==> config.mk <==
export PLATFORM = sky130hd
export DESIGN_NAME = instr_mem_loader_flat
export DESIGN_NICKNAME = d
export VERILOG_FILES = /design/src/rtl/instr_mem_loader_if.sv /design/src/rtl/instr_mem_loader.sv /design/src/flat_wrapper.sv
export SDC_FILE = /design/constraint.sdc
export NUM_CORES = 1
export LEC_CHECK = 0
export CAP_MARGIN = 20
export CELL_PAD_IN_SITES_DETAIL_PLACEMENT = 0
export CELL_PAD_IN_SITES_GLOBAL_PLACEMENT = 1
export CORE_MARGIN = 3
export CORE_UTILIZATION = 44
export DETAILED_ROUTE_END_ITERATION = 12
export PLACE_DENSITY_LB_ADDON = 0.1
export SLEW_MARGIN = 40
export SYNTH_ARGS = -nofsm -noshare
export SYNTH_HDL_FRONTEND = slang
export SYNTH_SLANG_ARGS = --single-unit
export TNS_END_PERCENT = 5
==> constraint.sdc <==
create_clock -name clk -period 3.4 [get_ports clk]
set_clock_uncertainty 0.1 [all_clocks]
set_input_delay 0.34 -clock clk [delete_from_list [all_inputs] [get_ports clk]]
set_output_delay 0.34 -clock clk [all_outputs]
set_load 0.05 [all_outputs]
==> src/rtl/instr_mem_loader_if.sv <==
// Byte-stream input and instruction-memory write port of the program loader.
// The loader uses the slave side; the stream source and memory use the master side.
interface instr_mem_loader_if #(
   parameter int unsigned DATA_WIDTH        = 8,
   parameter int unsigned ADDR_WIDTH        = 12,
   parameter int unsigned INSTRUCTION_WIDTH = 16
);
   logic [DATA_WIDTH-1:0]        IN_DATA;
   logic                         IN_VALID;
   logic                         IN_READY;
   logic                         MEM_WE;
   logic [ADDR_WIDTH-1:0]        MEM_ADDR;
   logic [INSTRUCTION_WIDTH-1:0] MEM_DATA;

   modport master (
      output IN_DATA, IN_VALID,
      input  IN_READY, MEM_WE, MEM_ADDR, MEM_DATA
   );

   modport slave (
      input  IN_DATA, IN_VALID,
      output IN_READY, MEM_WE, MEM_ADDR, MEM_DATA
   );
endinterface

==> src/rtl/instr_mem_loader.sv <==
// Program loader: parses a 16-bit word-count header, then packs instr/arg byte
// pairs into instruction-memory writes at sequential addresses, holding the CPU until done.
module instr_mem_loader #(
   parameter int unsigned DATA_WIDTH        = 8,
   parameter int unsigned ADDR_WIDTH        = 12,
   parameter int unsigned INSTRUCTION_WIDTH = 16
) (
   input  logic              clk,
   input  logic              reset,
   input  logic              START,
   instr_mem_loader_if.slave bus,
   output logic              CPU_HOLD,
   output logic              LOAD_DONE,
   output logic              LOAD_ERR
);

   typedef enum logic [2:0] {
      S_IDLE, S_LEN_HI, S_LEN_LO, S_GET_INSTR, S_GET_ARG, S_WRITE, S_DONE, S_ERR
   } state_t;

   localparam logic [16:0]           MAX_WORDS = 17'd1 << ADDR_WIDTH;
   localparam logic [ADDR_WIDTH-1:0] ADDR_ONE  = ADDR_WIDTH'(1);

   state_t                       r_state, w_state_nxt;
   logic [15:0]                  r_len, w_len_nxt;
   logic [16:0]                  r_count, w_count_nxt;
   logic [DATA_WIDTH-1:0]        r_instr, w_instr_nxt;
   logic [ADDR_WIDTH-1:0]        r_addr, w_addr_nxt;
   logic [INSTRUCTION_WIDTH-1:0] r_data, w_data_nxt;
   logic                         r_we, w_we_nxt;
   logic                         r_in_ready, w_in_ready_nxt;
   logic                         r_cpu_hold, w_cpu_hold_nxt;
   logic                         r_load_done, w_load_done_nxt;
   logic                         r_load_err, w_load_err_nxt;

   logic                         w_accept;
   logic [7:0]                   w_hdr_byte;
   logic [15:0]                  w_len_full;
   logic [16:0]                  w_cnt_inc;

   assign w_accept   = bus.IN_VALID & r_in_ready;
   assign w_hdr_byte = 8'(bus.IN_DATA);
   assign w_len_full = {r_len[15:8], w_hdr_byte};
   assign w_cnt_inc  = r_count + 17'd1;

   always_ff @(posedge clk or negedge reset) begin
      if (!reset) begin
         r_state     <= S_IDLE;
         r_len       <= '0;
         r_count     <= '0;
         r_instr     <= '0;
         r_addr      <= '0;
         r_data      <= '0;
         r_we        <= 1'b0;
         r_in_ready  <= 1'b0;
         r_cpu_hold  <= 1'b1;
         r_load_done <= 1'b0;
         r_load_err  <= 1'b0;
      end else begin
         r_state     <= w_state_nxt;
         r_len       <= w_len_nxt;
         r_count     <= w_count_nxt;
         r_instr     <= w_instr_nxt;
         r_addr      <= w_addr_nxt;
         r_data      <= w_data_nxt;
         r_we        <= w_we_nxt;
         r_in_ready  <= w_in_ready_nxt;
         r_cpu_hold  <= w_cpu_hold_nxt;
         r_load_done <= w_load_done_nxt;
         r_load_err  <= w_load_err_nxt;
      end
   end

   always_comb begin
      w_state_nxt = r_state;
      case (r_state)
         S_IDLE, S_DONE, S_ERR: if (START) w_state_nxt = S_LEN_HI;
         S_LEN_HI:    if (w_accept) w_state_nxt = S_LEN_LO;
         S_LEN_LO: begin
            if (w_accept) begin
               // 17-bit compare so a full 2**ADDR_WIDTH load is legal but one more is not
               if (w_len_full == 16'd0)                 w_state_nxt = S_DONE;
               else if ({1'b0, w_len_full} > MAX_WORDS) w_state_nxt = S_ERR;
               else                                     w_state_nxt = S_GET_INSTR;
            end
         end
         S_GET_INSTR: if (w_accept) w_state_nxt = S_GET_ARG;
         S_GET_ARG:   if (w_accept) w_state_nxt = S_WRITE;
         S_WRITE: begin
            if (w_cnt_inc == {1'b0, r_len}) w_state_nxt = S_DONE;
            else                            w_state_nxt = S_GET_INSTR;
         end
         default:     w_state_nxt = S_IDLE;
      endcase
   end

   always_comb begin
      w_len_nxt       = r_len;
      w_count_nxt     = r_count;
      w_instr_nxt     = r_instr;
      w_addr_nxt      = r_addr;
      w_data_nxt      = r_data;
      w_we_nxt        = 1'b0;
      w_cpu_hold_nxt  = r_cpu_hold;
      w_load_done_nxt = r_load_done;
      w_load_err_nxt  = r_load_err;
      w_in_ready_nxt  = (w_state_nxt == S_LEN_HI) || (w_state_nxt == S_LEN_LO) ||
                        (w_state_nxt == S_GET_INSTR) || (w_state_nxt == S_GET_ARG);
      case (r_state)
         S_IDLE, S_DONE, S_ERR: begin
            if (START) begin
               w_cpu_hold_nxt  = 1'b1;
               w_load_done_nxt = 1'b0;
               w_load_err_nxt  = 1'b0;
            end
         end
         S_LEN_HI: if (w_accept) w_len_nxt = {w_hdr_byte, r_len[7:0]};
         S_LEN_LO: begin
            if (w_accept) begin
               w_len_nxt   = w_len_full;
               w_addr_nxt  = '0;
               w_count_nxt = '0;
               if (w_state_nxt == S_DONE) begin
                  w_cpu_hold_nxt  = 1'b0;
                  w_load_done_nxt = 1'b1;
               end
               if (w_state_nxt == S_ERR) w_load_err_nxt = 1'b1;
            end
         end
         S_GET_INSTR: if (w_accept) w_instr_nxt = bus.IN_DATA;
         S_GET_ARG: begin
            if (w_accept) begin
               w_data_nxt = {r_instr, bus.IN_DATA};
               w_we_nxt   = 1'b1;
            end
         end
         S_WRITE: begin
            w_count_nxt = w_cnt_inc;
            // Last word keeps its address, so a full-memory load never wraps
            if (w_state_nxt == S_DONE) begin
               w_cpu_hold_nxt  = 1'b0;
               w_load_done_nxt = 1'b1;
            end else begin
               w_addr_nxt = r_addr + ADDR_ONE;
            end
         end
         default: ;
      endcase
   end

   assign bus.IN_READY = r_in_ready;
   assign bus.MEM_WE   = r_we;
   assign bus.MEM_ADDR = r_addr;
   assign bus.MEM_DATA = r_data;
   assign CPU_HOLD     = r_cpu_hold;
   assign LOAD_DONE    = r_load_done;
   assign LOAD_ERR     = r_load_err;

endmodule

==> src/flat_wrapper.sv <==
// flat-port wrapper written by rule: the top's interface ports become plain ports
module instr_mem_loader_flat 
#(
   parameter int unsigned DATA_WIDTH        = 8,
   parameter int unsigned ADDR_WIDTH        = 12,
   parameter int unsigned INSTRUCTION_WIDTH = 16
)
  (clk, reset, START, CPU_HOLD, LOAD_DONE, LOAD_ERR, bus_IN_DATA, bus_IN_VALID, bus_IN_READY, bus_MEM_WE, bus_MEM_ADDR, bus_MEM_DATA);
  instr_mem_loader_if #(.DATA_WIDTH(DATA_WIDTH), .ADDR_WIDTH(ADDR_WIDTH), .INSTRUCTION_WIDTH(INSTRUCTION_WIDTH)) bus_i ();
  input  logic clk;
  input  logic reset;
  input  logic START;
  output logic CPU_HOLD;
  output logic LOAD_DONE;
  output logic LOAD_ERR;
  input wire logic [$bits(bus_i.IN_DATA)-1:0] bus_IN_DATA;
  input wire logic [$bits(bus_i.IN_VALID)-1:0] bus_IN_VALID;
  output wire logic [$bits(bus_i.IN_READY)-1:0] bus_IN_READY;
  output wire logic [$bits(bus_i.MEM_WE)-1:0] bus_MEM_WE;
  output wire logic [$bits(bus_i.MEM_ADDR)-1:0] bus_MEM_ADDR;
  output wire logic [$bits(bus_i.MEM_DATA)-1:0] bus_MEM_DATA;
  assign bus_i.IN_DATA = bus_IN_DATA;
  assign bus_i.IN_VALID = bus_IN_VALID;
  assign bus_IN_READY = bus_i.IN_READY;
  assign bus_MEM_WE = bus_i.MEM_WE;
  assign bus_MEM_ADDR = bus_i.MEM_ADDR;
  assign bus_MEM_DATA = bus_i.MEM_DATA;
  instr_mem_loader #(.DATA_WIDTH(DATA_WIDTH), .ADDR_WIDTH(ADDR_WIDTH), .INSTRUCTION_WIDTH(INSTRUCTION_WIDTH)) u_core (.clk(clk), .reset(reset), .START(START), .bus(bus_i), .CPU_HOLD(CPU_HOLD), .LOAD_DONE(LOAD_DONE), .LOAD_ERR(LOAD_ERR));
endmodule
==> results.toml, run 1 <==
[run_status]
status = "completed"

[sta]
timing.setup.tns_ns = 0
layout_min_cycle_time_ns = 3.15
setup-violations-final = 0
timing.fmax_ghz = 0.317
setup_ws_ns = 0.250
period_share = 0.926
finalMaxSlewViolations = 0
hold_violations = 0
tightest_slew_ns = 0.698
rsz0062_at_grt = "false"
slew_headroom = 0.535

[synthesis]
yosysWarnings = 0
synth_edf_count = 0
synth_ff_type = "dfrtp_1"
synthArstFlopShare = 1.00
synth.area.top_cells = "dfrtp_1 (46%), mux2_2 (9.0%), nand2_1 (5.0%), o21ai_0 (3.7%), nor2_1 (2.9%)"
yosys.area.top_type = "dfrtp_1"
synthesis.nets = 434
ys_seq_elements = 77
yosysUniqueCellTypes = 55
netlist_instances = 420
synth_top_area_share = 0.463
synth.avg_cell_area_sq_um = 9.78
ys_seq_area_frac = 0.470
syn_area_sq_um = 4110

[floorplanning]
pin_count = 45
initial_core_util = 0.462
fp.dieW_um = 103
die_area_sq_um = 10500
die_h_um = 103
rows = 34
core_area_sq_um = 8890

[run]
drv_cap = 0

[route]
dr.pass1.iters = 4
routed_via_density = 5.76
ant_nets = 0
drc = 0
avgRoutedWirePerCell_um = 17.5
drtIter0Drc = 151
routed_wl_mm = 10.2
vias = 3356

[placed_design]
port_buffers = 44
place_congestion = 0.847
post-place-ws_ns = 0.283
dpl.hpwl_mm = 7.06

[cells_and_area]
area_growth_pct = 19.5
fillers = 784
postLayoutCoreUtil = 0.552
final_nets = 484
drive_above_1_share = 0.181
diodes = 0

[power_and_ir_drop]
switchingPower_mw = 1.65
internal-power_mw = 2.17
pwr_density_cell_nw_per_um2 = 779
power_frac_clock = 0.171
ir_drop_mv = 0.491
pwr-share-seq = 0.395
comb_power_share = 0.433
swShare = 0.431
power_mw = 3.82
p_leak_nw = 2.09

[worst_setup_path]
max_stage_delay_ns = 0.59
cp_cell_sequence = "ha_1 > nand2_1 > o22ai_1 > o2111ai_1 > or4_1 > or4_4 > a21oi_2 > buf_4 > a221o_2"
worstPathArrival_ns = 3.34
cp-startpoint = "u_core.r_count[0]"
required_ns = 3.59
r2r-start = "u_core.r_count[0]"
crit_slowest_cell = "or4_4"
r2r-end = "u_core.bus.MEM_ADDR[3]"
cp_max_fo = 11
cp-start-kind = "flip-flop"
worstSetupPathType = "flip-flop to flip-flop"
worst_setup_path_end_kind = "flip-flop"
cp-endpoint = "u_core.bus.MEM_ADDR[3]"
rrSetupSlack_ns = 0.25
worst_r2r_path_depth = 9

[clock_tree]
cts_made_buffers = 9
clkLatencyLatePin_ns = 0.36
postCtsHoldBufs = 1
post_cts_buffers = 0
cts_sinks = 77
cts_buffer_depth = 2
postCtsResizedCells = 0
cts-htree-levels = 3
cts-root-buf = "clkbuf_8"
cts_tree = "built"
path_clk_slew_ns = 0.09

[global_routing]
track_usage = 0.204
grt_pass1_vias = 3206
antenna_found_initial = 0
grt_max_degree = 78
grt_pass1_wl_mm = 16.7
overflow = 0

[min_path]
min_path_type = "flip-flop to flip-flop"
==> kinds of logic after synthesis <==
kind of cell / after synthesis / synth area share
AO/OA/AOI/OAI: 83 / 0.139
XOR/XNOR: 21 / 0.0448
adder cells (fa/ha/maj): 3 / 0.00853
buffers and inverters: 30 / 0.0314
flip-flops: 77 / 0.470
multiplexers: 34 / 0.0929
AND/OR/NAND/NOR: 172 / 0.214
==> power by group through the flow <==
stage | sequential (mW) | combinational, mW | clock, mW
after floorplan | 1.79 | 0.849 | 0
after global placement | 1.51 | 1.64 | 0
after detailed placement | 1.52 | 1.65 | 0
after CTS | 1.51 | 1.67 | 0.673
after global routing | 1.56 | 1.79 | 0.717
final | 1.51 | 1.66 | 0.654
==> routing by layer <==
metal	vias to the layer above	global-route usage	share of wire
met4	0	0.0474	0.0056
li1	1636	-	-
met2	78	0.316	0.47
met3	6	0.0568	0.048
met1	1636	0.286	0.48
met5	-	0	0
==> final cells by class <==
type,count,area [sq um],share of cell area
flip-flops and latches,77,1930,0.393
well taps,108,135,0.0275
repair buffers,62,579,0.118
multi-input cells,313,2050,0.419
clock buffers,9,124,0.0252
clock inverters,7,58.8,0.0120
inverters,7,26.3,0.00536
==> critical path, delay by kind of cell, from the launching register on <==
family | cells | cell delay (ns)
AND/OR/NAND/NOR | 3 | 1.32
AO/OA/AOI/OAI | 4 | 0.67
buffers and inverters | 1 | 0.19
flip-flops | 1 | 0.44
adder cells (fa/ha/maj) | 1 | 0.38
==> state kept, by name, summed over array words and instances, names as in the netlist, 3 cells and up <==
register             flops
u_core.bus.MEM_ADDR     12
u_core.r_instr           8
u_core.r_state           3
u_core.bus.MEM_DATA     16
u_core.r_count          17
u_core.r_len            16
==> worst min-delay path by stage <==
| stage | slack, ns | to | cells after the start | startpoint |
|---|---|---|---|---|
| after floorplan | -0.06 | u_core.LOAD_DONE | 0 | reset |
| after global placement | 0.36 | u_core.LOAD_ERR | 2 | u_core.LOAD_ERR |
| after detailed placement | 0.33 | u_core.bus.MEM_ADDR[4] | 1 | reset |
| after CTS | 0.40 | u_core.LOAD_ERR | 2 | u_core.LOAD_ERR |
| after global routing | 0.42 | u_core.bus.MEM_DATA[9] | 1 | u_core.r_instr[1] |
| final | 0.39 | u_core.LOAD_DONE | 2 | u_core.LOAD_DONE |
==> synthesized netlist by cell type (all sizes together), types with 2 or more instances <==
| library cell | count |
|---|---|
| mux2 | 33 |
| a21boi | 2 |
| clkbuf | 15 |
| o311ai | 2 |
| or2 | 6 |
| nor4b | 2 |
| a31oi | 5 |
| nor2b | 5 |
| dfrtp | 76 |
| nand2b | 3 |
| a211oi | 2 |
| or3 | 6 |
| o21ai | 30 |
| and2 | 2 |
| nand3 | 23 |
| o41ai | 6 |
| xnor2 | 12 |
| and3 | 5 |
| o22ai | 2 |
| o31ai | 4 |
| a21o | 4 |
| nand2 | 55 |
| nor3b | 3 |
| ha | 2 |
| inv | 7 |
| or4 | 3 |
| xor2 | 9 |
| nor2 | 32 |
| nand4 | 7 |
| nor3 | 8 |
| a221o | 8 |
| nor4 | 11 |
| a21oi | 8 |
| buf | 8 |
| o221ai | 2 |
==> cell usage in the layout, fill, tap and decap left out, types with 6 or more instances in the layout <==
master           synthesis  layout
nand2_1                 55      55
or3_1                    6       6
xor2_1                   9       9
or2_2                    6       6
a21oi_1                  7       7
buf_4                    0      17
xnor2_1                 12      12
nor3_1                   7       6
clkbuf_8                 0       9
nor2_1                  32      32
nand4_1                  6       6
o21ai_0                 30      30
o41ai_1                  6       6
clkdlybuf4s50_1          0      43
dfrtp_1                 76      76
mux2_2                  33      33
nor4_1                  10      10
inv_1                    7       7
nand3_1                 23      23
==> metrics by stage <==
step / hold WS (ns) / cell area (sq um) / std cells
6_report: 0.391 / 4910 / 583
4_1_cts: 0.401 / 4910 / 583
2_1_floorplan: -0.0556 / 4110 / 420
3_5_place_dp: 0.326 / 4710 / 566
5_1_grt: 0.418 / 4910 / 583
3_3_place_gp: 0.365 / 4710 / 566
No activity file was read; power rests on OpenSTA's default activity.
==> inputs of run 2 (changes only) <==
Settings changed: CORE_UTILIZATION 44 to 46, CTS_BUF_LIST from default to sky130_fd_sc_hd__clkbuf_8.
==> results.toml, run 2 (same netlist as run 1, synthesis figures left out) <==
[floorplanning]
fp.dieW_um = 100
core_area_sq_um = 8420
die_h_um = 100
pin_count = 45
rows = 33
initial_core_util = 0.488
die_area_sq_um = 10100

[min_path]
hold_path_end = "u_core.LOAD_ERR"
holdPathStages = 2
worstHoldStart = "u_core.LOAD_ERR"
min_path_type = "flip-flop to flip-flop"

[sta]
slew_headroom = 0.525
finalMaxSlewViolations = 0
layout_min_cycle_time_ns = 3.20
setup-violations-final = 0
timing.fmax_ghz = 0.313
rsz0062_at_grt = "false"
hold_violations = 0
tightest_slew_ns = 0.712
period_share = 0.940
timing.setup.tns_ns = 0
setup_ws_ns = 0.204

[worst_setup_path]
cp-startpoint = "u_core.r_count[3]"
r2r-end = "u_core.bus.MEM_ADDR[2]"
r2r-start = "u_core.r_count[3]"
required_ns = 3.55
worstPathArrival_ns = 3.34
cp-start-kind = "flip-flop"
worst_r2r_path_depth = 7
cp_max_fo = 15
rrSetupSlack_ns = 0.20
worstSetupPathType = "flip-flop to flip-flop"
worst_setup_path_end_kind = "flip-flop"

[cells_and_area]
final_common_cell = "dfrtp_1"
multi_input_area_sq_um = 2060
area_growth_pct = 19.0
diodes = 0
drive_above_1_share = 0.178
final_cell_mix = "dfrtp_1 (76), nand2_1 (55), clkdlybuf4s50_1 (43), mux2_2 (33), nor2_1 (32)"
fillers = 782
instances_no_fill = 577
largest_register = "u_core.r_count"
regArea_sq_um = 1930
largest_reg_flops = 17
final_nets = 481

[clock_tree]
cts-htree-levels = 3
cts_buffer_depth = 2
cts_made_buffers = 9
cts_tree = "built"
cts-root-buf = "clkbuf_8"
clkLatencyLatePin_ns = 0.36
cts_sinks = 77
post_cts_buffers = 0
path_clk_slew_ns = 0.09

[placed_design]
dpl.hpwl_mm = 6.89
post-place-ws_ns = 0.186
place_congestion = 0.858
dpl.cell_count = 560
port_buffers = 44

[power_and_ir_drop]
power_mw = 3.82
p_leak_nw = 2.09
pwr_density_cell_nw_per_um2 = 782
ir_drop_mv = 0.484

[global_routing]
antenna_found_initial = 0
grt_pass1_vias = 3324
track_usage = 0.215
grt_max_degree = 78
grt_pass1_wl_mm = 17.2
overflow = 0

[route]
drc = 0
avgRoutedWirePerCell_um = 17.3
routed_via_density = 5.86
ant_nets = 0
drtIter0Drc = 144
dr.pass1.iters = 4
vias = 3381
routed_wl_mm = 10.0

[run]
drv_cap = 0

[run_status]
status = "completed"
==> run 2: cell types whose count changed in the layout (fill, tap and decap cells not counted), sizes merged <==
cell,previous run,this run
buf,18,15
clkbuf,9,10
clkinv,3,1
clkinvlp,2,1
inv,9,11
==> run 2: layer usage <==
metal / track usage / up-vias / wire length [um]
met5: 0 / - / 0
met3: 0.0547 / 10 / 577
met1: 0.323 / 1659 / 4990
met4: 0.0601 / 0 / 97
li1: - / 1613 / -
met2: 0.305 / 99 / 4340
==> run 2: stage by stage <==
step                area, sq um  utilization  hold slack (ns)
floorplan                  4110            -          -0.0556
global placement           4680        0.556            0.370
detailed placement         4690        0.556            0.323
CTS                        4880        0.580            0.397
global route               4890        0.580            0.436
finish                     4890        0.580            0.390
==> run 2: worst max-delay path by stage <==
| stage | endpoint | slack (ns) | cells past startpoint |
|---|---|---|---|
| after CTS | u_core.bus.MEM_ADDR[2] | 0.17 | 8 |
| after floorplan | u_core.bus.MEM_ADDR[6] | 0.49 | 10 |
| after global routing | u_core.bus.MEM_ADDR[2] | 0.08 | 7 |
| after global placement | u_core.bus.MEM_ADDR[3] | 0.25 | 8 |
| after detailed placement | u_core.bus.MEM_ADDR[2] | 0.19 | 8 |
| final | u_core.bus.MEM_ADDR[2] | 0.20 | 7 |
==> run 2: final cells by class <==
type | instances | share of cell area
clock inverter | 6 | 0.0102
inverter | 7 | 0.00538
clock buffer | 10 | 0.0282
tap | 105 | 0.0269
sequential | 77 | 0.395
multi-input combinational | 313 | 0.421
timing repair buffer | 59 | 0.114
==> run 2: power by group <==
group / leakage [nW] / switching (mW) / internal [mW]
combinational: 0.991 / 0.940 / 0.674
clock: 0.0956 / 0.389 / 0.297
sequential: 0.999 / 0.310 / 1.21
==> run 2: critical path, stage by stage (launching register included) <==
cell,delay (ns)
dfrtp_1,0.66
nand3_1,0.29
o22ai_1,0.23
o2111ai_1,0.12
or4_1,0.56
nor4_1,0.42
nor2_1,0.27
a221o_2,0.44
==> run 2: what timing repair did <==
item / in CTS / in global routing
endpoints found under the hold margin: 76 / 0
hold buffers: 1 / 0
endpoints found under the setup margin: 0 / 2
gates resized for setup: 0 / 1
==> inputs of run 3 (changes only) <==
Settings changed: CTS_CLUSTER_DIAMETER from default to 200.
==> results of run 3 <==
The final DEF is identical to that of run 2; final timing and power are the same.
